===== config.mk =====
export PLATFORM = sky130hd
export DESIGN_NAME = elevator_motion_ctrl
export DESIGN_NICKNAME = d
export VERILOG_FILES = /design/src/rtl/elevator_pkg.sv /design/src/rtl/elevator_req_fifo.sv /design/src/rtl/elevator_motion_ctrl.sv
export SDC_FILE = /design/constraint.sdc
export NUM_CORES = 1
export LEC_CHECK = 0
export CAP_MARGIN = 0
export CORE_MARGIN = 1
export CORE_UTILIZATION = 50
export DETAILED_ROUTE_END_ITERATION = 10
export PLACE_DENSITY = 0.74
export SYNTH_ARGS = -nofsm -noshare
export SYNTH_HDL_FRONTEND = slang
export SYNTH_SLANG_ARGS = --single-unit

===== constraint.sdc =====
create_clock -name clk -period 4.9 [get_ports clk]
set_input_delay 0.98 -clock clk [delete_from_list [all_inputs] [get_ports clk]]
set_output_delay 0.98 -clock clk [all_outputs]
set_load 0.01 [all_outputs]

===== src/rtl/elevator_pkg.sv =====
// elevator_pkg: shared FSM state encoding and travel direction constants
package elevator_pkg;
  typedef enum logic [1:0] {IDLE = 2'd0, MOVE = 2'd1, DOOR = 2'd2} state_t;
  localparam logic DIR_UP   = 1'b1;
  localparam logic DIR_DOWN = 1'b0;
endpackage


===== src/rtl/elevator_req_fifo.sv =====
// elevator_req_fifo: synchronous request FIFO with combinational head and occupancy count
module elevator_req_fifo
  import elevator_pkg::*;
#(
  parameter int WIDTH = 2,
  parameter int DEPTH = 4
) (
  input  logic                     clk,
  input  logic                     rst_n,
  input  logic                     push,
  input  logic                     pop,
  input  logic [WIDTH-1:0]         din,
  output logic [WIDTH-1:0]         head,
  output logic                     full,
  output logic                     empty,
  output logic [$clog2(DEPTH):0]   count
);
  localparam int AW = $clog2(DEPTH);
  logic [WIDTH-1:0] r_mem [DEPTH];
  logic [AW-1:0]    r_wr;
  logic [AW-1:0]    r_rd;
  logic [AW:0]      r_count;
  logic             w_push;
  logic             w_pop;
  assign full   = r_count == (AW+1)'(DEPTH);
  assign empty  = r_count == '0;
  assign count  = r_count;
  assign head   = r_mem[r_rd];
  assign w_push = push && !full;
  assign w_pop  = pop && !empty;
  // storage array needs no reset; emptiness is tracked by the count
  always_ff @(posedge clk) begin
    if (w_push) r_mem[r_wr] <= din;
  end
  // pointers wrap naturally because DEPTH is a power of two
  always_ff @(posedge clk or negedge rst_n) begin
    if (!rst_n) begin
      r_wr    <= '0;
      r_rd    <= '0;
      r_count <= '0;
    end else begin
      r_wr    <= r_wr + AW'(w_push);
      r_rd    <= r_rd + AW'(w_pop);
      r_count <= r_count + (AW+1)'(w_push) - (AW+1)'(w_pop);
    end
  end
endmodule


===== src/rtl/elevator_motion_ctrl.sv =====
// elevator_motion_ctrl: queues floor requests and moves the car floor by floor with door dwell
module elevator_motion_ctrl
  import elevator_pkg::*;
#(
  parameter int FLOORS        = 4,
  parameter int FLOOR_W       = $clog2(FLOORS),
  parameter int DEPTH         = 4,
  parameter int TRAVEL_CYCLES = 8,
  parameter int DOOR_CYCLES   = 5
) (
  input  logic                   clk,
  input  logic                   rst_n,
  input  logic                   req_valid,
  input  logic [FLOOR_W-1:0]     req_floor,
  output logic                   req_ready,
  output logic                   req_err,
  input  logic                   hold,
  output logic [FLOOR_W-1:0]     actual_floor,
  output logic [FLOOR_W-1:0]     target_floor,
  output logic                   down_up_flag,
  output logic                   stop_go_flag,
  output logic                   door_open,
  output logic [$clog2(DEPTH):0] pending
);
  localparam int TMAX = TRAVEL_CYCLES > DOOR_CYCLES ? TRAVEL_CYCLES : DOOR_CYCLES;
  localparam int TW   = $clog2(TMAX + 1);
  localparam logic [TW-1:0] TRAVEL_LOAD = TW'(TRAVEL_CYCLES - 1);
  localparam logic [TW-1:0] DOOR_LOAD   = TW'(DOOR_CYCLES - 1);
  state_t             r_state;
  state_t             w_state_n;
  logic [FLOOR_W-1:0] r_floor;
  logic [FLOOR_W-1:0] w_floor_n;
  logic [TW-1:0]      r_timer;
  logic [TW-1:0]      w_timer_n;
  logic               r_dir;
  logic               w_dir_n;
  logic               r_err;
  logic               w_pop;
  logic               w_push;
  logic               w_bad;
  logic               w_full;
  logic               w_empty;
  logic [FLOOR_W-1:0] w_head;
  logic [FLOOR_W-1:0] w_step;
  assign w_bad  = 32'(req_floor) >= 32'(FLOORS);
  assign w_push = req_valid && !w_full && !w_bad;
  assign w_step = r_dir == DIR_UP ? r_floor + FLOOR_W'(1) : r_floor - FLOOR_W'(1);
  elevator_req_fifo #(.WIDTH(FLOOR_W), .DEPTH(DEPTH)) u_fifo (
    .clk   (clk),
    .rst_n (rst_n),
    .push  (w_push),
    .pop   (w_pop),
    .din   (req_floor),
    .head  (w_head),
    .full  (w_full),
    .empty (w_empty),
    .count (pending)
  );
  assign req_ready    = !w_full;
  assign req_err      = r_err;
  assign actual_floor = r_floor;
  assign target_floor = w_empty ? '0 : w_head;
  assign stop_go_flag = r_state == MOVE;
  assign down_up_flag = r_state == MOVE && r_dir;
  assign door_open    = r_state == DOOR;
  // state, floor, timer and direction registers; error flag echoes a rejected out-of-range floor
  always_ff @(posedge clk or negedge rst_n) begin
    if (!rst_n) begin
      r_state <= IDLE;
      r_floor <= '0;
      r_timer <= '0;
      r_dir   <= DIR_DOWN;
      r_err   <= 1'b0;
    end else begin
      r_state <= w_state_n;
      r_floor <= w_floor_n;
      r_timer <= w_timer_n;
      r_dir   <= w_dir_n;
      r_err   <= req_valid && !w_full && w_bad;
    end
  end
  // next-state logic; hold freezes everything, and the head is popped only on arrival
  always_comb begin
    w_state_n = r_state;
    w_floor_n = r_floor;
    w_timer_n = r_timer;
    w_dir_n   = r_dir;
    w_pop     = 1'b0;
    if (!hold) begin
      case (r_state)
        IDLE: begin
          if (!w_empty && w_head == r_floor) begin
            w_pop     = 1'b1;
            w_state_n = DOOR;
            w_timer_n = DOOR_LOAD;
          end else if (!w_empty) begin
            w_dir_n   = w_head > r_floor ? DIR_UP : DIR_DOWN;
            w_state_n = MOVE;
            w_timer_n = TRAVEL_LOAD;
          end
        end
        MOVE: begin
          if (r_timer == '0) begin
            w_floor_n = w_step;
            w_timer_n = TRAVEL_LOAD;
            if (w_step == w_head) begin
              w_pop     = 1'b1;
              w_state_n = DOOR;
              w_timer_n = DOOR_LOAD;
            end
          end else begin
            w_timer_n = r_timer - TW'(1);
          end
        end
        DOOR: begin
          w_state_n = r_timer == '0 ? IDLE : DOOR;
          w_timer_n = r_timer == '0 ? r_timer : r_timer - TW'(1);
        end
        default: w_state_n = IDLE;
      endcase
    end
  end
endmodule


## After elaboration in Yosys (flattened, before gate mapping)

Memories as Yosys holds them, arrays and structs flattened.
Cells that the tools add are included.

- Memories: 1
- RAM bits: 8
- Bits in registers: 16
- Output and inout bits: 12

Memory list:

| memory | depth | width | rd ports | clocked after memory_dff | write ports | RTL line | text |
|---|---|---|---|---|---|---|---|
| u_fifo.r_mem | 4 | 2 | 1 | 0 | 1 | elevator_req_fifo.sv:19 | `logic [WIDTH-1:0] r_mem [DEPTH];` |

- Bitwise logic cells: 3
- Magnitude comparators: 1
- $add $sub $neg: 7
- Reduce and logical (&&, ||, !) cells: 15
- Mux-type cells: 22
- Equal/unequal tests: 9

Operator list:

| kind | number |
|---|---|
| 2-bit 2-to-1 mux | 8 |
| 4-bit 2-to-1 mux | 4 |
| 4-bit case mux with 3 select lines | 1 |
| 4-bit AND reduction | 3 |
| 1-bit 2-to-1 mux | 7 |
| 2-bit case mux with 3 select lines | 1 |
| 1-bit logical AND | 5 |
| 2-bit by 1-bit adder with 2-bit output | 2 |
| 2-bit == test | 2 |
| 4-bit zero test | 1 |
| 2-bit by 1-bit inequality test with 1-bit output (second input constant) | 2 |
| 4-bit by 1-bit subtractor with 4-bit output (second input constant) | 1 |
| 3-bit by 1-bit adder with 3-bit output | 1 |
| 3-bit == test (second input constant) | 1 |
| 3-bit zero test | 1 |
| 3-bit inequality test (second input constant) | 1 |
| 1-bit inverter | 3 |
| 3-bit AND reduction | 1 |
| 3-bit nonzero test | 1 |
| 3-bit by 1-bit subtractor with 3-bit output | 1 |
| 2-bit by 1-bit adder with 2-bit output (second input constant) | 1 |
| 2-bit by 1-bit == test with 1-bit output (second input constant) | 1 |
| 2-bit == test (second input constant) | 1 |
| 2-bit > comparator | 1 |
| 5 further kinds | 6 |

## Logic depth before layout (Yosys ltp)

Gate-level depths: netlist of the first run.

- Depth after elaboration: 9
- Depth in mapped cells: 11
- Mapped depth without buffers: 11

## Hierarchy

A second synthesis of the first run with hierarchy kept.

- Cells, all modules: 132
- Area total of the unflattened synthesis: 1,470.2 um^2

By module, submodules not included:

| module | seq. area each (um^2) | times used | cells each | area an instance (um^2) |
|---|---|---|---|---|
| elevator_motion_ctrl | 225.2 | 1 | 94 | 805.8 |
| elevator_req_fifo | 415.4 | 1 | 38 | 664.4 |

## Worst setup path before layout of the first run

Ideal clock, no wire load.

- Kind: register to register
- From: register u_fifo.r_rd[0]
- To: register u_fifo.r_count[1] (netlist: u_fifo.count[1])
- Library setup time: 0.136 ns
- Stages on the path, launching flop included: 10
- Period minus slack after synthesis: 2.874 ns
- Buffers on the path: 0
- Arrival: 2.739 ns
- Path slack: 2.026 ns
- Path through: dfrtp_1 -> mux4_1 -> inv_1 -> ha_1 -> nand2b_1 -> o41a_1 -> or3_4 -> nand2_1 -> ha_1 -> fa_1

- Word-level cells in the longest chain between the ends: 8

Ends and longest elaborated chain:

| what | RTL line | text |
|---|---|---|
| from (decl) | elevator_req_fifo.sv:21 | `logic [AW-1:0] r_rd;` |
| from (signal assigned) | elevator_req_fifo.sv:43 | `r_rd <= r_rd + AW'(w_pop);` |
| memory read 4 x 2 bit * | n/a |  |
| 2-bit == test, on equally long branches | elevator_motion_ctrl.sv:106, elevator_motion_ctrl.sv:92 |  |
| 1-bit 2-to-1 mux / 1-bit logical AND (equally long branches) | elevator_motion_ctrl.sv:106, elevator_motion_ctrl.sv:92 |  |
| 1-bit 2-to-1 mux, on equally long branches | elevator_motion_ctrl.sv:103, elevator_motion_ctrl.sv:92 |  |
| 1-bit case mux with 2 select lines * | elevator_motion_ctrl.sv:90 | `case (r_state)` |
| 1-bit 2-to-1 mux * | elevator_motion_ctrl.sv:89 | `if (!hold) begin` |
| 1-bit logical AND * | elevator_req_fifo.sv:30 | `assign w_pop = pop && !empty;` |
| 3-bit by 1-bit subtractor with 3-bit output * | elevator_req_fifo.sv:44 | `r_count <= r_count + (AW+1)'(w_push) - (AW+1)'(w_pop);` |
| to (signal assigned) | elevator_req_fifo.sv:44 |  |
| to (decl) | elevator_req_fifo.sv:22 | `logic [AW:0] r_count;` |

Mark *: on every way between the ends. The rest lies on a longest branch, timed or not.
A chain may end at the register's enable or synchronous reset.

## Worst setup path after layout of the first run

- From: register u_fifo.r_count[1] (netlist: u_fifo.count[1])
- To: output port target_floor[0]

- Word-level cells in the longest chain between the ends: 2

Ends and longest elaborated chain:

| what | RTL line | text |
|---|---|---|
| 3-bit zero test | elevator_req_fifo.sv:26 | `assign empty = r_count == '0;` |
| 2-bit 2-to-1 mux | elevator_motion_ctrl.sv:62 | `assign target_floor = w_empty ? '0 : w_head;` |
| to (decl) | elevator_motion_ctrl.sv:19 | `output logic [FLOOR_W-1:0] target_floor,` |

No other way between the ends.

==> results of run 1 <==
[registers in the layout, summed over array words and instances (netlist names)]
register      count
r_state           2
u_fifo.count      3
r_timer           4
u_fifo.r_mem      8
actual_floor      2
u_fifo.r_rd       2
u_fifo.r_wr       2
r_dir             1
[layer usage]
metal,global-route usage,wire [µm]
met5,0,0
met4,0.0877,37
met3,0.0395,109
met1,0.263,1110
met2,0.401,1380
[power by group through the flow]
stage / Clock, mW / Combinational (mW) / Sequential [mW]
after floorplan: 0 / 0.403 / 0.373
after global placement: 0 / 0.575 / 0.380
after detailed placement: 0 / 0.594 / 0.386
after CTS: 0.147 / 0.600 / 0.382
after global routing: 0.153 / 0.675 / 0.394
final: 0.144 / 0.598 / 0.383
[placed cells by master, fill, tap and decap left out, types with 2 or more instances in the layout]
cell                              synthesis  final
sky130_fd_sc_hd__xor2_1                   4      4
sky130_fd_sc_hd__ha_1                     9      9
sky130_fd_sc_hd__nor2b_1                  3      3
sky130_fd_sc_hd__edfxtp_1                 8      8
sky130_fd_sc_hd__clkbuf_4                 0      3
sky130_fd_sc_hd__xnor2_1                  4      4
sky130_fd_sc_hd__o21ai_0                  6      6
sky130_fd_sc_hd__nand2_1                  9      9
sky130_fd_sc_hd__a211o_1                  2      2
sky130_fd_sc_hd__nor3b_1                  2      2
sky130_fd_sc_hd__a21oi_1                  2      2
sky130_fd_sc_hd__inv_1                   11     11
sky130_fd_sc_hd__nor3_1                   2      2
sky130_fd_sc_hd__clkdlybuf4s50_1          0     16
sky130_fd_sc_hd__nor2_1                  11     11
sky130_fd_sc_hd__dfrtp_1                 16     16
[cell families after synthesis]
| group | count (synthesis) | share of synthesized area |
|---|---|---|
| fa+ha+maj | 10 | 0.0990 |
| mux | 3 | 0.0448 |
| xor+xnor | 9 | 0.0691 |
| compound gates | 21 | 0.116 |
| other cells | 1 | 0.00280 |
| buf+inv | 12 | 0.0364 |
| simple gates | 38 | 0.154 |
| flops | 24 | 0.478 |
[worst max path at each step]
stage                     slack [ps]                 startpoint  depth (start not counted)                         to
after detailed placement        1790                       hold                          6  u_fifo.count[1]$_DFF_PN0_
final                           1700  u_fifo.count[1]$_DFF_PN0_                          3            target_floor[0]
after global placement          1830                       hold                          6  u_fifo.count[1]$_DFF_PN0_
after CTS                       1690  u_fifo.count[1]$_DFF_PN0_                          3            target_floor[0]
after floorplan                 2030   u_fifo.r_rd[0]$_DFF_PN0_                          9  u_fifo.count[1]$_DFF_PN0_
after global routing            1560  u_fifo.count[1]$_DFF_PN0_                          3            target_floor[0]
[layout make-up]
class / count / area [µm²] / area share
well taps: 30 / 37.5 / 0.0237
multi-input cells: 82 / 651 / 0.411
inverters: 11 / 41.3 / 0.0261
repair buffers: 16 / 160 / 0.101
flip-flops and latches: 24 / 641 / 0.405
clock buffers: 3 / 22.5 / 0.0142
clock inverters: 1 / 30.0 / 0.0190
==> results.txt, run 1 <==
* Buffers added on ports: 16
* CP startpoint kind: flip-flop
- At the pin with the least slew margin, the transition time is between 900 and 1000 ps.
* TritonCTS Buffers: 3
* Floorplan row count: 18
* Final instance area: about 1600 µm²
- Mapped Nets: ~130
- Power Dens Cells: just over 700 nW/µm²
- Once the clock tree was built, the setup fixing pass inserted 0 buffers.
- The critical path goes through nor3_1 -> nor2_1 -> clkdlybuf4s50_1.
* Cell types with the largest area share after synthesis: sky130_fd_sc_hd__dfrtp_1, sky130_fd_sc_hd__edfxtp_1, sky130_fd_sc_hd__ha_1
- Seq cells post-synth: 24
* Pre-Repair DR Iteration Count: 4
* Leakage Power: around 0.68 nW
- The startpoint identified for the worst register-to-register timing path is u_fifo.r_rd[0]$_DFF_PN0_.
- IO Pins: 18
- Via Count: between 900 and 1000
* Internal Power: between 0.6 and 0.7 mW
- After layout, the design draws a total of around 1.1 mW.
* Initial Utilization: 0.536
- Remaining DRCs: 0
- Setup violations remaining at the end of the flow were counted as 0.
- The share of total power dissipated in combinational logic is 0.532.
- Delay of the slowest critical-path stage: 770 ps
* Area fraction of the dominant cell type after synthesis: 0.299
- Terminus of the critical flop-to-flop path: u_fifo.count[1]$_DFF_PN0_
- Post-cts gate resize count: 0
- In this run the standard cell core region covers ~2500 µm².
* Flop2flop setup slack: 1820 ps
- Pins over their slew limit: 0
- Buffers inserted to repair hold after CTS numbered 0.
- Antenna violations before repair: 0
* Most used standard cell by instance count after synthesis: sky130_fd_sc_hd__dfrtp_1
* Hold/Removal Path Class: flip-flop to flip-flop
- Worst IR Drop VDD: roughly 510 µV
- Hold_sp: actual_floor[1]$_DFFE_PN0P_
- Signed area change from the synthesized netlist to the final layout: 18.1%
- Maximum number of pins on one net before global-route repair: 17
- The path with the worst hold slack has its endpoint at actual_floor[1]$_DFFE_PN0P_.
- Among all stages on the critical path, the largest delay is contributed by sky130_fd_sc_hd__nor3_1.
- Vias in the first global route: about 1000
* DP Worst Slack: 1790 ps
* Detailed router's first-iteration violation count: 30
- Net load switching power: between 0.4 and 0.5 mW
- At the worst endpoint, the arrival time is ~2200 ps.
* Min cycle time layout: about 3200 ps
- Counting cells, the worst reg-to-reg path comes to 9.
* Share of synthesized registers carrying an async set or reset: 0.667
- The die is roughly 54 µm tall.
- Final Wtd Congestion: between 0.7 and 0.8
- Synth Cell Area: ~1300 µm²
- Unrepaired setup endpoints after global routing: false
* Register share of total power: 0.340
- Counting both buffers and inverters, the worst setup path holds a total of 1.
- CTS tree: done
* Worst Setup Slack, final: approximately 1700 ps
- At the end of the flow the core is filled with cells to 0.633.
- The first global-routing pass estimated between 4 and 5 mm of wire.
* Dominant delay contributor by cell family on the critical path: simple AND/OR/NAND/NOR gates
* Part of the total power dissipated in the clock network: 0.128
- Clock slew seen by the registers of the worst setup and hold paths: roughly 120 ps
- Average wire per cell in the routed design: ~16 µm
* Biggest fanout along the worst timing path: 8
* Clock skew: between 10 and 15 ps
* Synthesis Warnings: 0
- Final critical-path share of the clock period: 0.653
- At the worst endpoint, the required time is ~3900 ps.
* Total track usage: 0.224
* Count of fill cells added during filler insertion: ~200
- The placed instances occupy a cell area of around 1500 µm².
* HPWL after detailed placement: ~2 mm
- The number of failing hold endpoints at the final stage is 0.
* Mapped Avg Cell Area: ~11 µm²
- Synth cell types: 43
- Once layout is complete, the cells apart from fillers number 167.
- Final Net Count: 154
- Of the total power, the share spent switching nets is 0.394.
- The die is approximately 54 µm wide.
- No sink is reached through more buffers than the 2 on the longest clock path.
* Die area: 2890 µm²
- The cell sitting at the root of the clock tree is a sky130_fd_sc_hd__clkbuf_4.
- The number of antenna diodes in the final layout is 0.
- The flow ran to the end, and the final reports show no timing, DRC or antenna violations.
- In this run the remaining antenna-violating nets after routing total 0.
* Placed Cells: about 160
- Critical path endpoint category: output pin
* Clock sink count: 24
- Main synth FF type: sky130_fd_sc_hd__dfrtp_1
* Leading post-synthesis cells by instance count: sky130_fd_sc_hd__dfrtp_1, sky130_fd_sc_hd__inv_1, sky130_fd_sc_hd__nor2_1
* Post-detailed-route via-to-cell ratio: around 5.8
* Maximum capacitance violations: 0
- The worst pin sits at a relative slew slack of 0.389.
* Part of the Yosys area used for sequential elements: 0.478
* Number of synthesized flops with an enable pin: 8
- The critical path is of the flip-flop to output pin type.
* Mapped Cells: between 100 and 150
- Level count of the clock H-tree: 1
- Hold is met by ~530 ps.
- Source-to-sink clock delay at the later pin of the worst-skew pair: between 300 and 400 ps
- Area leader, netlist: sky130_fd_sc_hd__dfrtp_1
* Sum of negative setup slack: 0 ps
* Wirelength, routed: about 2.6 mm
- Min-Delay Path Depth: 1
* Peak clock frequency supported by timing: roughly 310 MHz
- Summed over all layers, the global routing overflow is 0.
- Fraction of layout cells with a size suffix above 1: 0.0657
(Power assumes the default switching activity.)
==> inputs of run 2 (changes only) <==
==> constraint.sdc (replaced) <==
create_clock -name clk -period 3.03 [get_ports clk]
set_input_delay 0.606 -clock clk [delete_from_list [all_inputs] [get_ports clk]]
set_output_delay 0.606 -clock clk [all_outputs]
set_load 0.01 [all_outputs]
==> results.txt, run 2 (synthesis results as in run 1) <==
- After global routing, the most crowded layer is met2.
- Total track usage: 0.205
- In this run, post-CTS hold repair placed 0 buffers.
- The floorplan step defined a die boundary enclosing approximately 2900 µm².
- Source of the worst register-to-register timing path: u_fifo.r_rd[0]$_DFF_PN0_
- Clock skew: approximately 2.3 ps
- The first TritonRoute pass finished after 4 iterations.
* Wirelength, routed: about 2.5 mm
- TritonCTS built the clock tree.
- Counting flops per register, the top entry is u_fifo.r_mem.
- Worst IR Drop VDD: 773 µV
* Level count of the clock H-tree: 1
* Buffer depth of the longest clock path: 2
- Static timing analysis puts the maximum clock frequency at ~340 MHz.
* Sum of negative setup slack: 0 ps
- Hold/Removal Path Class: flip-flop to flip-flop
- Initial Utilization: 0.536
* Pins over their slew limit: 0
- 18 I/O pins were placed.
- Of the available clock period, the critical path in the final layout requires 0.962.
- The critical path starts at u_fifo.r_rd[0]$_DFF_PN0_.
- Total core area: roughly 2500 µm²
- Average wire per cell in the routed design: between 10 and 15 µm
- For this run, global-route usage on met3 was measured as 0.0367.
* Outcome: completed
- Maximum capacitance violations: 0
* Met1 Resource Use GR: 0.253
- For this design the ratio of total power to cell area is ~1100 nW/µm².
* Via Count: slightly below 1000
- Post-detailed-route via-to-cell ratio: ~5.7
- CP startpoint kind: flip-flop
- First-pass GRT wire length: ~4.2 mm
- TritonCTS Buffers: 3
- # setup viols final: 0
* Detailed router's first-iteration violation count: 20
* Worst Tran Pin Value: 736 ps
* Count of fill cells added during filler insertion: 205
- Of the cells placed in the final design, the portion with a size suffix greater than 1 is 0.0993.
- Standard cell area after detailed placement: 1550 µm²
- Vias in the first global route: 980
- Maximum number of pins on one net before global-route repair: 17
* Number of flip-flops under the largest register name: 8
* Worst endpoint data arrival time: roughly 3100 ps
- The floorplan has 18 rows.
- In this run the static leakage power is around 0.7 nW.
* HPWL after detailed placement: ~1.9 mm
- In the final design database the tool counted ~160 nets.
- Clock slew seen by the registers of the worst setup and hold paths: roughly 130 ps
* Final hold slack: between 500 and 600 ps
- The congestion estimate from routability-driven global placement came to 0.804.
- Subtracting the final worst setup slack from the clock period gives about 3000 ps.
* Count of final hold-check violations: 0
- Leaving out fill and tap cells, the most frequent cell in the layout is sky130_fd_sc_hd__clkdlybuf4s50_1.
* Worst endpoint required time: roughly 3200 ps
- In this run the vertical extent of the chip is 53.8 µm.
- Critical path endpoint category: flip-flop
- Die X: roughly 54 µm
- For the worst-skew pair, the clock arrives at the later sink with an insertion delay of roughly 300 ps.
* Max-slew headroom: 0.508
- Port buffering added 16 buffers.
- Final instance area: roughly 1600 µm²
- The initial antenna violation count was 0.
- Met2 usage in global routing: 0.356
- The area growth from synthesis to layout is 20.4%.
* Remaining DRCs: 0
- In this run the worst path has a maximum fanout of 4.
* Critical path type: flip-flop to flip-flop
- Detail Route Antenna Nets: 0
* Library cell used as clock root buffer: sky130_fd_sc_hd__clkbuf_4
- In this run the most critical hold path is launched from actual_floor[1]$_DFFE_PN0P_.
* N_diodes: 0
- Top library cells by usage in the layout, fill and taps aside: sky130_fd_sc_hd__clkdlybuf4s50_1, sky130_fd_sc_hd__dfrtp_1, sky130_fd_sc_hd__inv_1, sky130_fd_sc_hd__nor2_1
- The tree built by TritonCTS fans out to 24 sinks.
* Worst Setup Slack, final: roughly 120 ps
- Overflow left after global routing: 0
* DP Worst Slack: around 92 ps
[run 2: final timing paths]
check                                              end  slack [ps]  depth (start not counted)
min                        actual_floor[1]$_DFFE_PN0P_         520                          1
min in group asynchronous       r_state[0]$_DFFE_PN0P_         720                          1
min reg2reg                actual_floor[1]$_DFFE_PN0P_         520                          1
max                          u_fifo.count[1]$_DFF_PN0_         120                          9
max in group asynchronous     u_fifo.r_rd[0]$_DFF_PN0_        1800                          1
max reg2reg                  u_fifo.count[1]$_DFF_PN0_         120                          9
[run 2: metrics by stage]
stage | cells | utilization | power (mW)
finish | 171 | 0.646 | 1.83
global route | 171 | 0.646 | 1.98
CTS | 170 | 0.642 | 1.83
detailed placement | 166 | 0.621 | 1.60
global placement | 166 | 0.621 | 1.57
floorplan | 118 | - | 1.26
[run 2: routing by layer]
layer  wire, µm  vias to the layer above  share of wire
met4         13                        0         0.0053
met1       1140                      474           0.46
met3         87                        2          0.035
li1           -                      465              -
met5          0                        -              0
met2       1230                       26           0.50
[run 2: cell type report]
cell class                      instances  area [µm²]  share of cell area
Clock inverter                          1        30.0              0.0186
Timing Repair Buffer                   20         190               0.118
Multi-Input combinational cell         82         651               0.403
Inverter                               11        41.3              0.0256
Tap cell                               30        37.5              0.0233
Clock buffer                            3        22.5              0.0140
Sequential cell                        24         642               0.398
[run 2: what timing repair did]
| item | in CTS | in global routing |
|---|---|---|
| hold endpoints to repair | 0 | 0 |
| setup buffers | 0 | 1 |
| gates resized for setup | 0 | 1 |
| setup endpoints to repair | 0 | 2 |
[run 2: critical path, stage by stage, from the launching register on]
cell,delay (ps)
sky130_fd_sc_hd__dfrtp_2,420
sky130_fd_sc_hd__mux4_1,540
sky130_fd_sc_hd__inv_1,90
sky130_fd_sc_hd__ha_1,240
sky130_fd_sc_hd__nand2b_1,190
sky130_fd_sc_hd__o41a_1,350
sky130_fd_sc_hd__or3_4,350
sky130_fd_sc_hd__nand2_1,70
sky130_fd_sc_hd__ha_1,150
sky130_fd_sc_hd__fa_1,400
[run 2: power breakdown]
| part | switching [mW] | leakage (nW) | internal (mW) | total, mW |
|---|---|---|---|---|
| combinational | 0.466 | 0.403 | 0.522 | 0.988 |
| clock | 0.0926 | 0.0279 | 0.134 | 0.226 |
| sequential | 0.145 | 0.266 | 0.473 | 0.617 |
| total | 0.703 | 0.697 | 1.13 | 1.83 |
==> inputs of run 3 (changes only) <==
--- a/config.mk
+++ b/config.mk
@@ -10,6 +10,7 @@
 export CORE_UTILIZATION = 50
 export DETAILED_ROUTE_END_ITERATION = 10
 export PLACE_DENSITY = 0.74
+export REMOVE_ABC_BUFFERS = 1
 export SYNTH_ARGS = -nofsm -noshare
 export SYNTH_HDL_FRONTEND = slang
 export SYNTH_SLANG_ARGS = --single-unit
==> constraint.sdc (replaced) <==
create_clock -name clk -period 2.7 [get_ports clk]
set_input_delay 0.54 -clock clk [delete_from_list [all_inputs] [get_ports clk]]
set_output_delay 0.54 -clock clk [all_outputs]
set_load 0.01 [all_outputs]
==> results.txt, run 3 (synthesis results as in run 1) <==
- Outcome: finished, violations left
- Violated checks: negative setup slack
- Total track usage: 0.240
* Clock sink count: 24
* Number of non-filler instances in the completed layout: approximately 180
- Measured along the y axis, the die boundary spans between 50 and 60 µm.
- Leaving out fill and tap cells, the most frequent cells in the layout are sky130_fd_sc_hd__clkdlybuf4s50_1, sky130_fd_sc_hd__dfrtp_1, sky130_fd_sc_hd__buf_4.
- Before CTS, the worst setup slack after placement is -235 ps.
- After routing the design area is between 1500 and 2000 µm².
- Overall power consumption after layout is estimated at between 2 and 2.5 mW.
- For this design the ratio of total power to cell area is ~1400 nW/µm².
- Setup repair after global routing could not meet its margin everywhere.
- The worst setup path is of the flip-flop to flip-flop kind.
* Fraction of layout cells with a size suffix above 1: 0.201
- The pre-antenna-repair detailed-routing pass consisted of 4 iterations.
- Worst IR Drop VDD: slightly above 900 µV
- Signed area change from the synthesized netlist to the final layout: 28.4%
- Source-to-sink clock delay at the later pin of the worst-skew pair: 310 ps
* Detailed router's first-iteration violation count: 25
- The register with the most flip-flops in the layout has 8 of them.
- In the routed layout, each cell is associated on average with a via count of 5.82.
- Leakage Power: between 0.7 and 0.8 nW
- Final critical-path share of the clock period: 1.08
* Final Wtd Congestion: 0.826
* Placed Cells: about 170
* Via Count: approximately 1000
* CTS tree: done
* Average wire per cell in the routed design: approximately 16 µm
* Clock skew: 10.6 ps
- Worst Setup Slack, final: -212 ps
- Die area: ~2900 µm²
* Total core area: approximately 2500 µm²
- Sum of negative setup slack: -376 ps
- The initial utilization of the core area, before any placement, comes to 0.536.
- Clock-pin slew was measured on the worst setup and hold paths at ~140 ps.
- Detail Route Antenna Nets: 0
- Pins over their slew limit: 0
- Data arrives at the worst endpoint at 3150 ps.
- HPWL after detailed placement: about 2 mm
- At the worst endpoint, the required time is 2940 ps.
* Remaining DRCs: 0
* Overflow left after global routing: 0
* Biggest fanout along the worst timing path: 4
- The initial antenna violation count was 0.
- Count of final hold-check violations: 0
- Buffers added on ports: 16
* Worst Tran Pin Value: 762 ps
- The via count of the first global-routing pass came to between 1000 and 1500.
* Finished Core Util: 0.688
* First-pass GRT wire length: ~4.7 mm
* Wirelength, routed: between 2 and 3 mm
- Maximum capacitance violations: 0
- Max-slew headroom: 0.490
- Maximum number of pins on one net before global-route repair: 17
- Library cell used as clock root buffer: sky130_fd_sc_hd__clkbuf_4
- 18 I/O pins were placed.
* CP startpoint kind: flip-flop
- N_diodes: 0
- Level count of the clock H-tree: 1
* TritonCTS Buffers: 3
- Setup violations remaining at the end of the flow were counted as 2.
* Die X: 53.8 µm
* Register with the highest flop count: u_fifo.r_mem
* Final Net Count: about 170
- Min cycle time layout: about 2900 ps
- The floorplan has 18 rows.
* Hold/Removal Path Class: flip-flop to flip-flop
- Standard cell area after detailed placement: between 1500 and 2000 µm²
- Counting along the longest clock path gives a buffer depth of 2.
* Critical path endpoint category: flip-flop
- Final hold slack: 517 ps
- Peak clock frequency supported by timing: roughly 340 MHz
- Most common cell after layout, fill and taps aside: sky130_fd_sc_hd__clkdlybuf4s50_1
==> run 3: path summary, 6_finish.rpt <==
check	cells after the start	startpoint	end	slack, ps
setup / recovery	9	u_fifo.r_rd[0]$_DFF_PN0_	u_fifo.count[2]$_DFF_PN0_	-210
hold / removal	1	actual_floor[1]$_DFFE_PN0P_	actual_floor[1]$_DFFE_PN0P_	520
setup reg to reg	9	u_fifo.r_rd[0]$_DFF_PN0_	u_fifo.count[2]$_DFF_PN0_	-210
hold reg to reg	1	actual_floor[1]$_DFFE_PN0P_	actual_floor[1]$_DFFE_PN0P_	520
max in group asynchronous	1	rst_n	u_fifo.r_rd[0]$_DFF_PN0_	1510
min in group asynchronous	1	rst_n	actual_floor[1]$_DFFE_PN0P_	650
==> run 3: per-layer routing <==
metal / wire, µm / vias to the layer above / track usage
met5: 0 / - / 0
met4: 84 / 0 / 0.110
met3: 106 / 12 / 0.0452
met2: 1600 / 27 / 0.455
met1: 1100 / 518 / 0.250
li1: - / 485 / -
==> run 3: timing repair <==
item / in CTS / in global routing
setup endpoints to repair: 2 / 3
endpoints found under the hold margin: 0 / 0
buffers inserted: 3 / 0
resized for setup: 8 / 2
hold buffers: 0 / 0
pin swaps: 2 / 1
==> run 3: final cells by class <==
class | count | area (µm²)
clock buffers | 3 | 22.5
multi-input cells | 82 | 697
inverters | 11 | 41.3
repair buffers | 28 | 250
fillers | 191 | 779
clock inverters | 1 | 30.0
flip-flops and latches | 24 | 642
well taps | 30 | 37.5
==> run 3: power breakdown <==
part,switching [mW],internal (mW)
clock network,0.107,0.150
registers,0.174,0.531
logic,0.628,0.745
==> run 3: worst max-delay path, stage by stage (launching register included) <==
cell and delay (ps):
sky130_fd_sc_hd__dfrtp_2 450, sky130_fd_sc_hd__mux4_2 540, sky130_fd_sc_hd__inv_2 90, sky130_fd_sc_hd__ha_4 200, sky130_fd_sc_hd__nand2b_4 140, sky130_fd_sc_hd__o41a_1 370, sky130_fd_sc_hd__or3_4 350, sky130_fd_sc_hd__buf_4 150
sky130_fd_sc_hd__fa_2 360, sky130_fd_sc_hd__xnor2_1 200
